[config.mk]
export PLATFORM = sky130hd
export DESIGN_NAME = prio_encoder_rr
export DESIGN_NICKNAME = d
export VERILOG_FILES = /design/src/rtl/enc_pkg.sv /design/src/rtl/prio_scan.sv /design/src/rtl/prio_encoder_rr.sv
export SDC_FILE = /design/constraint.sdc
export NUM_CORES = 1
export LEC_CHECK = 0
export BUFFER_PORTS_ARGS = -buffer_cell sky130_fd_sc_hd__buf_2
export CAP_MARGIN = 15
export CORE_MARGIN = 3
export CORE_UTILIZATION = 37
export DETAILED_ROUTE_END_ITERATION = 8
export GPL_TIMING_DRIVEN = 0
export PLACE_DENSITY = 0.61
export SYNTH_ARGS = -nofsm -noshare
export SYNTH_HDL_FRONTEND = slang
export SYNTH_SLANG_ARGS = --single-unit
[constraint.sdc]
create_clock -name clk -period 9.21 [get_ports clk]
set_input_delay 1.842 -clock clk [delete_from_list [all_inputs] [get_ports clk]]
set_output_delay 1.842 -clock clk [all_outputs]
set_load 0.02 [all_outputs]
[src/rtl/enc_pkg.sv]
// Package: enc_pkg
// Shared definitions for the prio_encoder_rr arbiter/encoder stage.
//   mode_t     : 2-bit encoder mode selector
//   MODE_HI    : highest set index wins
//   MODE_LO    : lowest set index wins
//   MODE_RR    : round-robin, scan upward from the rotating pointer
//   MODE_RSV   : reserved, behaves exactly like MODE_HI
package enc_pkg;

  typedef logic [1:0] mode_t;

  localparam mode_t MODE_HI  = 2'd0;
  localparam mode_t MODE_LO  = 2'd1;
  localparam mode_t MODE_RR  = 2'd2;
  localparam mode_t MODE_RSV = 2'd3;

endpackage

[src/rtl/prio_scan.sv]
// Module: prio_scan
// Combinational circular priority scan over an N-bit vector.
//   x     in  N  vector to scan
//   start in  W  index examined first
//   dir   in  1  1 = scan upward (start, start+1, ...), 0 = scan downward;
//                 both directions wrap modulo N
//   idx   out W  first set index met by the scan (0 when none)
//   found out 1  at least one bit of x is set
module prio_scan #(
  parameter int N = 8,
  parameter int W = $clog2(N)
) (
  input  logic [N-1:0] x,
  input  logic [W-1:0] start,
  input  logic         dir,
  output logic [W-1:0] idx,
  output logic         found
);

  int p;

  // Walk the scan order back to front so the earliest position in scan
  // order is the last one written and therefore wins.
  always_comb begin
    idx   = '0;
    found = 1'b0;
    p     = 0;
    for (int i = N - 1; i >= 0; i--) begin
      if (dir) p = (int'(start) + i) % N;
      else     p = (int'(start) - i + N) % N;
      if (x[p]) begin
        idx   = W'(p);
        found = 1'b1;
      end
    end
  end

endmodule

[src/rtl/prio_encoder_rr.sv]
// Module: prio_encoder_rr
// One-entry registered priority encoder with highest / lowest / round-robin
// selection, one-hot grant and popcount of the captured request vector.
//   clk        in   1    clock, rising edge
//   rst_n      in   1    asynchronous reset, active low
//   en         in   1    encoder enable, sampled on capture
//   mode       in   2    0 highest, 1 lowest, 2 round-robin, 3 as 0
//   x          in   N    request vector, sampled on capture
//   in_valid   in   1    request valid
//   in_ready   out  1    stage can accept a request this cycle
//   y          out  W    winning index
//   tur        out  1    a request bit was set and en was 1
//   grant      out  N    one-hot of the winner, zero when tur=0
//   cnt        out  W+1  popcount of captured x (0 when en=0)
//   out_valid  out  1    result registers hold an unconsumed result
//   out_ready  in   1    consumer accepts the result
//
// Handshake: a transfer happens on a rising edge where valid && ready are
// both high; valid never waits on ready, and the producer holds its data
// stable while valid is high and ready is low. On the input side the stage
// is ready when empty or when its current result retires in the same cycle.
module prio_encoder_rr
  import enc_pkg::*;
#(
  parameter  int N = 8,
  localparam int W = $clog2(N)
) (
  input  logic         clk,
  input  logic         rst_n,
  input  logic         en,
  input  logic [1:0]   mode,
  input  logic [N-1:0] x,
  input  logic         in_valid,
  output logic         in_ready,
  output logic [W-1:0] y,
  output logic         tur,
  output logic [N-1:0] grant,
  output logic [W:0]   cnt,
  output logic         out_valid,
  input  logic         out_ready
);

  logic [W-1:0] ptr;
  logic [W-1:0] scan_start;
  logic         scan_dir;
  logic [W-1:0] scan_idx;
  logic         scan_found;
  logic [W:0]   pop;
  logic         capture;
  logic         hit;
  mode_t        mode_sel;

  assign mode_sel = mode_t'(mode);
  assign in_ready = !out_valid || out_ready;
  assign capture  = in_valid && in_ready;
  assign hit      = en && scan_found;

  // Lowest-wins is an upward scan from 0, highest-wins a downward scan from
  // N-1, round-robin an upward scan from the pointer.
  always_comb begin
    scan_start = W'(N - 1);
    scan_dir   = 1'b0;
    case (mode_sel)
      MODE_LO: begin
        scan_start = '0;
        scan_dir   = 1'b1;
      end
      MODE_RR: begin
        scan_start = ptr;
        scan_dir   = 1'b1;
      end
      default: begin
        scan_start = W'(N - 1);
        scan_dir   = 1'b0;
      end
    endcase
  end

  prio_scan #(.N(N), .W(W)) u_scan (
    .x     (x),
    .start (scan_start),
    .dir   (scan_dir),
    .idx   (scan_idx),
    .found (scan_found)
  );

  always_comb begin
    pop = '0;
    for (int i = 0; i < N; i++) begin
      pop = pop + {{W{1'b0}}, x[i]};
    end
  end

  always_ff @(posedge clk or negedge rst_n) begin
    if (!rst_n) begin
      y         <= '0;
      tur       <= 1'b0;
      grant     <= '0;
      cnt       <= '0;
      out_valid <= 1'b0;
      ptr       <= '0;
    end else if (capture) begin
      out_valid <= 1'b1;
      tur       <= hit;
      y         <= hit ? scan_idx : '0;
      grant     <= hit ? ({{(N-1){1'b0}}, 1'b1} << scan_idx) : '0;
      cnt       <= en ? pop : '0;
      // Pointer advances past the winner only for round-robin grants.
      if (hit && (mode_sel == MODE_RR)) begin
        ptr <= (scan_idx == W'(N - 1)) ? '0 : scan_idx + W'(1);
      end
    end else if (out_ready) begin
      out_valid <= 1'b0;
    end
  end

endmodule

Yosys cells after proc, flatten, opt, wreduce, memory -nomap -nowiden
Index checks and enable logic that the tools add are counted.
{"block": "op_classes", "n_addsub": 30, "n_mul": 0, "n_div": 0, "n_lt_le_gt_ge": 8, "eq_ne": 3, "shift": 1, "muxes": 56, "bitwise": 15, "reduce_logical": 23}
{"operator": "$lt 32x5->1 const B", "count": 8}
{"operator": "$mux 32", "count": 8}
{"operator": "$add 32x5->32 const B", "count": 7}
{"operator": "$reduce_or 3->1", "count": 15}
{"operator": "$mux 3", "count": 10}
{"operator": "$mux 1", "count": 27}
{"operator": "$bmux 1 s3", "count": 8}
{"operator": "$add 4x1->4", "count": 4}
{"operator": "$sub 3x3->4 const B", "count": 4}
{"operator": "$add 3x3->3 const B", "count": 4}
{"operator": "$add 3x1->3 const B", "count": 3}
{"operator": "$and 1x1->1 const A", "count": 8}
{"operator": "$mux 8", "count": 1}
{"operator": "$shl 1x3->8 const A", "count": 1}
{"operator": "$sub 3x2->4 const B", "count": 2}
{"operator": "$and 1x1->1", "count": 7}
{"operator": "$add 3x2->3 const B", "count": 2}
{"operator": "$pmux 3 s2", "count": 1}
{"operator": "$add 3x1->4", "count": 1}
{"operator": "$mux 4", "count": 1}
{"operator": "$sub 3x1->4 const B", "count": 1}
{"operator": "$add 2x1->3", "count": 1}
{"operator": "$eq 3x3->1 const B", "count": 1}
{"operator": "$logic_and 1x1->1", "count": 3}
{"operator": "8 further kinds", "count": 8}
{"block": "word_totals", "ff_bits": 20, "latch_bits": 0, "mem_bits_rw": 0, "rom_bits": 0, "in_bits": 15, "out_inout_bits": 18, "elab_cells": 142, "memories": 0}

Depth between registers and ports, before layout
Gate-level depths: netlist (run 1).
{"block": "depth", "ltp_word": 21, "depth_mapped": 19}

Hierarchy
A second synthesis (run 1) with hierarchy kept.
{"block": "unflattened", "cells_unflattened": 239, "hier_area_um2": 2152.1}
{"module": "prio_encoder_rr", "instances": 1, "cells_per_inst": 107, "area_per_inst_um2": 1176.1}
{"module": "prio_scan", "instances": 1, "cells_per_inst": 132, "area_per_inst_um2": 975.9}

Worst setup path before layout (run 1)
OpenSTA, ideal clock, no wires.
{"block": "synth_path", "path_type": "input port to flip-flop", "from": "input port mode[0]", "to": "register ptr[2]", "t_arrival_ns": 5.509, "required_time_ns": 9.085, "path_slack_ns": 3.576, "cell_stages": 18, "path_buffers": 2, "cell_sequence": "inv_1 ha_1 buf_4 nand2b_1 and2_1 clkbuf_1 inv_2 ha_1 mux2i_1 xor2_1 mux4_2 a21boi_1 o211ai_1 a22oi_1 nand3b_1 ha_1 ha_1 mux2_4"}
{"block": "synth_between", "elab_chain_len": 19}
{"element": "start, declared", "line": "prio_encoder_rr.sv:31", "source": "input logic [1:0] mode,"}
{"element": "branches (longest 19 deep; another with $add 32x5->32)"}
{"element": "end signal, assigned", "line": "prio_encoder_rr.sv:110", "source": "ptr <= (scan_idx == W'(N - 1)) ? '0 : scan_idx + W'(1);"}
{"element": "end, declared", "line": "prio_encoder_rr.sv:43", "source": "logic [W-1:0] ptr;"}
Parallel ways; which one is timed is not known. The select of a mux whose other input is x is not followed.
A chain may end at the register's enable or synchronous reset.

Final worst setup path (run 1)
Same ends and word-level chain as after synthesis.

==> run summary, run 1 <==
Compared with the post-synthesis result, the final layout area differs by 15.1%. A synthesized cell averages 8.79 um^2. On the worst path, the slowest cell contributes a delay of 590 ps. Along the worst path, the maximum fanout reaches 10.

The max-slew violation total from the final report was 0. The required arrival time at the worst endpoint is 9350 ps, and the iteration-0 DRC count of the detailed router is 52. The tools report the number of setup buffers added after CTS as 0. The routed design could run at a clock period as short as 6000 ps. Launching instance or port of the critical path: mode[0].

The worst hold path begins at cnt[1]. The tools report the total of hold buffers inserted after clock tree synthesis as 0. The vertical die dimension is 82.0 um.

STA classifies the critical path startpoint as an input pin. In the final layout, the multi-input gates occupy 0.00151 mm^2. For the final routed database, the setup TNS stands at 0 ps. 33 I/O pins were placed. The sequential cells in the finished layout cover a total of 500 um^2. The path type of the worst min-delay path is reg -> reg. The root buffer cell chosen for the clock tree is clkbuf_8.

Maximum clock frequency: 167 MHz. The first global-routing pass estimated 8650 um of wire. Setup repair after global routing left no endpoint under its margin.

For the worst-skew pair, the clock arrives at the later sink with an insertion delay of 260 ps. Number of antenna violations at the first check in global routing: 0. The met2 global-route usage was 0.285; the DRC violation count after routing was 0. The number of H-tree levels is 1.

Synthesis inferred 20 register bits. For the global routing usage summed across all routing layers, the log shows 0.161. Traced cell by cell, the critical path runs through buf_2, inv_1, ha_1, buf_4, nand2b_1, and2_1, clkbuf_1, inv_2, ha_1, mux2i_1, xor2_1, mux4_2, a21boi_1, o211ai_1, a22oi_1, nand3b_1, ha_1, ha_1, mux2_4. For the remaining max-slew budget at the tightest pin, the log shows 0.447. The detailed router placed 1902 vias in this run. The cell area that synthesis handed to floorplanning was 0.00214 mm^2. The static power due to leakage is 1.16 nW. The run gives 0.00554 mm^2 as the standard cell core area. Summed over all instances, the cell type with the most area after synthesis is dfrtp_1. Critical register-to-register path startpoint: ptr[1]. The run gives 20 as the sink count of the clock tree. The most numerous cell type found on the critical path is ha_1. For the worst clock skew on the final layout, the log shows 6.21 ps.

The logs give 0 for the number of antenna cells inserted and 57 for the number of distinct standard cells referenced by the synthesized netlist. The final critical-path setup slack was 3210 ps. The design draws 0.581 mW. The weighted congestion at the end of routability-driven global placement was 0.911.

The wire length after detailed routing came out at 5150 um. The total number of yosys warnings was 0; the pre-CTS worst setup slack was 2920 ps. The count of max-cap constraint violations is 0.

The horizontal die dimension is 82.0 um. After filler insertion, the fill cell instance count of the layout stands at 583. For this design the ratio of total power to cell area is 237 mW/mm^2. The worst-case IR drop observed on VDD is 112 uV.

met2 is the most crowded layer. The logs give 0.00768 for the met3 global-route usage and 27 for the placement row count. The flow ran to the end, and the final reports show no timing, DRC or antenna violations. The detail route stage leaves a number of antenna-violating nets equal to 0. For the synthesized netlist net count, the log shows 275. The number of hold-slack violations in the final timing report is 0, and the detailed placement HPWL is 4250 um.

The die covers 0.00672 mm^2. The tools report the number of cells produced by synthesis as 243. The maximum number of pins on one net before global-route repair came out at 21. Input and output buffers added on the ports amount to 32. Hold is met by 483 ps. The logs give 3 for the total clock buffers created by CTS and 0 for the quantity of gates resized following cts. The starting utilization of the core area was 0.386. Endpoint arrival time on the critical path: 6140 ps. After synthesis, the cell types taking the most area are dfrtp_1, ha_1, mux4_2. The share of the cycle needed by the critical path after routing works out to 0.651. For the number of iterations in the first detailed-routing pass, the log shows 4. At the pin with the least slew margin, the transition time is 807 ps. The tools report the fraction of the yosys area taken by sequential cells as 0.234. The sum of overflow across all layers after global routing was 0; the final-report setup violation count was 0. The net count of the finished layout is 312. Using the TritonRoute via totals, the vias-per-cell ratio works out to 5.42.

The fraction of final layout cells with drive strength greater than 1 was 0.237; the met1 track utilization from global routing was 0.218. The worst setup path is captured at a flop. The number of global-route vias before repair was 1850; the core utilization of the finished layout was 0.444.

TritonCTS built the clock tree. The area share of the largest cell type after synthesis was 0.234; the number of buffers between clock root and the deepest sink was 2. The clock transition at the register clock pins on the worst setup and hold paths after CTS was 70 ps.

The routed wirelength normalized by instance count came out at 14.7 um. The slowest stage of the critical path is the mux4_2 cell. The setup path with the least slack is of type in -> reg.
==> cell usage after synthesis, drive strengths merged <==
cell	number
and3	6
mux2i	11
and2	7
dfrtp	20
clkbuf	4
and4	1
a21boi	3
nand3b	1
o21a	2
a211oi	5
o211ai	3
a221oi	1
a2111o	1
a21bo	1
inv	19
xor2	4
or3	1
and2b	1
a31oi	3
nor2b	1
o22ai	1
a32oi	2
a21o	1
a211o	2
a22oi	2
buf	5
nand4	2
a32o	6
ha	13
o31ai	1
nor3b	1
a22o	3
xnor2	5
nand3	19
fa	4
nor2	10
nand2b	6
o21ai	18
nor3	1
mux2	2
mux4	6
nand2	32
a21oi	5
a2111oi	1
==> layout make-up <==
type                       instances  share of cell area
multi-input combinational        195               0.616
sequential                        20               0.204
timing repair buffer              32              0.0652
tap                               72              0.0367
inverter                          19              0.0300
buffer                             9              0.0193
clock buffer                       3              0.0168
clock inverter                     1              0.0122
==> path summary, 6_finish.rpt <==
check	endpoint	slack, ps	cells past startpoint
min in group asynchronous	ptr[1]	1520	1
min	cnt[1]	480	2
max in group asynchronous	cnt[3]	7380	1
min reg2reg	cnt[1]	480	2
max reg2reg	ptr[2]	4900	15
max	ptr[2]	3210	19
==> sequential cells by signal (all words and copies together) (netlist names) <==
name,flops
cnt,4
grant,8
out_valid,1
y,3
tur,1
ptr,3
==> placed cells by master, fill, tap and decap left out, drive strengths merged, types with 2 or more instances in the layout <==
cell type   n
a211o       2
a211oi      5
a21boi      3
a21oi       5
a22o        3
a22oi       2
a31oi       3
a32o        6
a32oi       2
and2        7
and3        6
buf        37
clkbuf      7
dfrtp      20
fa          4
ha         13
inv        19
mux2        2
mux2i      11
mux4        6
nand2      32
nand2b      6
nand3      19
nand4       2
nor2       10
o211ai      3
o21a        2
o21ai      18
xnor2       5
xor2        4
==> logic make-up after synthesis <==
kind of cell | count (synthesis) | synth area share
flops | 20 | 0.234
fa+ha+maj | 17 | 0.114
buf+inv | 28 | 0.0568
xor+xnor | 9 | 0.0369
simple gates | 89 | 0.214
compound gates | 61 | 0.215
mux | 19 | 0.129
==> worst max-delay path: cells and delay by family <==
| family | cells | cell delay [ps] |
|---|---|---|
| adders and majority gates | 4 | 950 |
| and+or+nand+nor | 3 | 460 |
| muxes | 3 | 1110 |
| xor gates and xnor gates | 1 | 360 |
| buffers and inverters | 5 | 820 |
| AOI/OAI and AO/OA | 3 | 580 |
==> where the power goes <==
group | switching (mW) | total, mW | internal [mW]
combinational | 0.216 | 0.365 | 0.150
clock | 0.0290 | 0.0870 | 0.0580
sequential | 0.0174 | 0.129 | 0.112
total | 0.262 | 0.581 | 0.319
==> through the flow <==
stage,std cells,instance area [um^2]
3_3_place_gp,347,2390
2_1_floorplan,243,2140
5_1_grt,351,2460
3_5_place_dp,347,2390
4_1_cts,351,2460
6_report,351,2460
==> routing by layer <==
metal	routed length, um	vias up
met4	12	0
met5	0	-
met2	2430	45
met3	235	2
met1	2470	898
li1	-	957
(Power assumes the default switching activity.)
==> run 2: changes to the inputs <==
--- a/config.mk
+++ b/config.mk
@@ -11,7 +11,7 @@
 export CORE_UTILIZATION = 37
 export DETAILED_ROUTE_END_ITERATION = 8
 export GPL_TIMING_DRIVEN = 0
-export PLACE_DENSITY = 0.61
+export PLACE_DENSITY = 0.63
 export SYNTH_ARGS = -nofsm -noshare
 export SYNTH_HDL_FRONTEND = slang
 export SYNTH_SLANG_ARGS = --single-unit
==> constraint.sdc (replaced) <==
create_clock -name clk -period 5.2 [get_ports clk]
set_input_delay 1.04 -clock clk [delete_from_list [all_inputs] [get_ports clk]]
set_output_delay 1.04 -clock clk [all_outputs]
set_load 0.02 [all_outputs]
==> run 2 against run 1 <==
Net effect:
- highest routed layer unchanged
- largest cell class unchanged
- flip-flop and latch count unchanged
- routed wire length decreased by 0.17%
- register-to-register slack got worse by 3900 ps
- global-route usage decreased by 0.18 points
- critical endpoint unchanged
- sequential power increased by 78%
- largest power group unchanged
- first-iteration DRC count increased by 79%
- count of clock-buffer cells in the layout unchanged
==> run summary, run 2 (synthesis gave the netlist of run 1 again) <==
The sink count of the clock tree was 20 (unchanged). The run gives 1791 (-3.2%) as the number of global-route vias before repair. The vertical die dimension is 82.0 um (unchanged). Worst clock skew on the final layout: 9.59 ps (+3.38 ps). The power per unit of standard cell area is 419 mW/mm^2 (+77%), and the worst IR drop on VDD is 225 uV (+100%). The area of placed instances is 0.00239 mm^2 (unchanged).

Derived from the worst setup path, the maximum achievable clock frequency is 200 MHz. The run gives 21 (unchanged) as the maximum number of pins on one net before global-route repair. The iteration-0 DRC count of the detailed router came out at 93 (+79%).

For the total of fill cells in the finished design, the log shows 554 (-5.0%). The logs give 0.159 (-0.00179) for the global routing usage summed across all routing layers and 0.471 (+0.0247) for the remaining max-slew budget at the tightest pin. The number of H-tree levels was 1 (unchanged); the number of buffers between clock root and the deepest sink was 2 (unchanged). The startpoint class of the critical path was an input pin. The placement row count is 27 (unchanged), and the horizontal die dimension is 82.0 um (unchanged).

TritonCTS built the clock tree. The fraction of final layout cells with drive strength greater than 1 came out at 0.245 (+0.00805). grant holds more flip-flops than any other register. The final hold slack was 472 ps (-10.7 ps). By startpoint and endpoint, the worst setup path is classified as in -> reg. The global-route wire length before repair is 8510 um (-1.5%), and the number of antenna cells inserted is 0 (unchanged). The largest registers in the layout are grant x8, cnt x4.

The final critical-path setup slack came out at 206 ps (-3000 ps). The run gives 0.00554 mm^2 (unchanged) as the standard cell core area. The clock transition at the register clock pins on the worst setup and hold paths after CTS came out at 70 ps (about the same). Most utilized layer in the global route result: met2. The DRC violation count after routing is 0 (unchanged). The commonest non-fill, non-tap cell in the layout is buf_2. Transition time of the tightest slew-check pin: 771 ps (-35.9 ps). The count of buffers from port buffering works out to 32 (unchanged).

Max-slew violation total from the final report: 0 (unchanged). Final net count: 311 (-0.32%). The flow ran to the end, and the final reports show no timing, DRC or antenna violations. The signal on the critical path passes through buf_2, inv_1, ha_1, buf_4, and2b_1, nor2_2, inv_2, ha_1, mux2i_2, xor2_2, mux4_2, a21boi_1, o211ai_1, a22oi_1, nand3b_1, ha_1, ha_1, mux2_4.

The latest clock arrival within the worst-skew pair is 260 ps (about the same), and the number of iterations in the first detailed-routing pass is 4 (unchanged). The flip-flop count of the largest register, all copies and words added works out to 8 (unchanged). The minimum clock period after layout is 4990 ps, and the post-detailed-route via-to-cell ratio is 5.44 (+0.44%). The logs give 5140 ps (-1000 ps) for the endpoint arrival time on the critical path and 0 (unchanged) for the number of hold-slack violations in the final timing report.

The most frequent cell on the critical path was ha_1. The weighted congestion at the end of routability-driven global placement came out at 0.914 (+0.42%). The logs give 0 (unchanged) for the final-report setup violation count and 33 (unchanged) for the I/O pin total. The die footprint is 0.00672 mm^2 (unchanged).

The tools report the number of setup buffers added after CTS as 0 (unchanged). In the layout the commonest cells are buf_2, nand2_1, dfrtp_1. The number of antenna violations at the first check in global routing is 0 (unchanged), and the required arrival time at the worst endpoint is 5340 ps (-4010 ps). The share of the cycle needed by the critical path after routing was 0.960; the met3 global-route usage was 0.00877 (+0.00110).

The pre-CTS worst setup slack came out at -264 ps (-3180 ps). The tools report the wire length after detailed routing as 5140 um (-0.17%). The tree is rooted in a clkbuf_8. The tools report the setup TNS as 0 ps (unchanged). The tools report the count of max-cap constraint violations as 0 (unchanged). The maximum net fanout on the critical path was 10 (unchanged).

The worst setup path is captured at a flop. For the starting utilization of the core area, the log shows 0.386 (unchanged). Setup repair after global routing left no endpoint under its margin. The logs give 1.16 nW (-0.11%) for the static power due to leakage and 0.445 (+0.00135) for the core utilization of the finished layout. Number of instances in the placed design: 347 (unchanged).

The total vias in the final route was 1905 (+0.16%). For the number of non-filler instances in the completed layout, the log shows 350 (-0.28%). For the sum of overflow across all layers after global routing, the log shows 0 (unchanged).

The met1 track utilization from global routing came out at 0.218 (-0.000522). The routed wirelength normalized by instance count is 14.7 um (+0.11%), and the maximum cell stage delay along the critical path is 570 ps (-20 ps). The worst-path cell with the longest stage delay is mux4_2.

The path type of the worst min-delay path is reg -> reg. Count of antenna-violating nets left after detailed routing: 0 (unchanged). Detailed placement HPWL: 4150 um (-2.3%).

The met2 global-route usage is 0.271 (-0.0137). The tools report the total clock buffers created by CTS as 3 (unchanged). From synthesis to final layout, the design area changed by 15.4%. Total of hold buffers inserted after clock tree synthesis: 0 (unchanged).

The tools report the final non-filler cell area as 0.00246 mm^2 (+0.31%). The run gives 1.03 mW (+78%) as the overall power after layout.
[run 2: changes by cell type in the layout (fill, tap and decap cells not counted)]
| cell | delta |
|---|---|
| xor2_2 | +1 |
| clkbuf_1 | -1 |
| xor2_1 | -1 |
| mux2i_1 | -1 |
| mux2i_2 | +1 |
[run 2: power by group]
| group | switching, mW | internal (mW) | total (mW) |
|---|---|---|---|
| registers | 0.0307 | 0.198 | 0.229 |
| clock network | 0.0524 | 0.103 | 0.155 |
| logic | 0.382 | 0.266 | 0.648 |
[run 2: critical path, delay by kind of cell]
family          cells  cell delay [ps]
fa+ha+maj           4              980
simple gates        3              700
buf+inv             4              450
xor+xnor            1              270
mux                 3             1100
compound gates      3              600
[run 2: cell type report]
| type | count | area [um^2] | area share |
|---|---|---|---|
| multi-input cells | 195 | 1530 | 0.619 |
| repair buffers | 32 | 160 | 0.0650 |
| flip-flops and latches | 20 | 500 | 0.203 |
| plain buffers | 8 | 43.8 | 0.0178 |
| clock buffers | 3 | 41.3 | 0.0168 |
| inverters | 19 | 73.8 | 0.0299 |
| well taps | 72 | 90.1 | 0.0365 |
| clock inverters | 1 | 30.0 | 0.0122 |
[run 2: layer usage]
layer / up-vias / part of all wire
met5: - / 0
met4: 0 / 0.010
met3: 5 / 0.059
met2: 62 / 0.45
met1: 883 / 0.48
li1: 955 / -
[run 2: final timing paths]
| path | from | to | slack, ps | cells after the start |
|---|---|---|---|---|
| min in group asynchronous | rst_n | grant[7] | 710 | 1 |
| max in group asynchronous | rst_n | ptr[2] | 4170 | 1 |
| max reg2reg | ptr[0] | ptr[2] | 1050 | 14 |
| min | tur | tur | 470 | 2 |
| max | mode[0] | ptr[2] | 210 | 18 |
| min reg2reg | tur | tur | 470 | 2 |
[run 2: repair_timing]
| item | 4_1_cts | 5_1_grt |
|---|---|---|
| endpoints found under the setup margin | 0 | 3 |
| hold endpoints to repair | 0 | 0 |
| gates resized for setup | 0 | 2 |
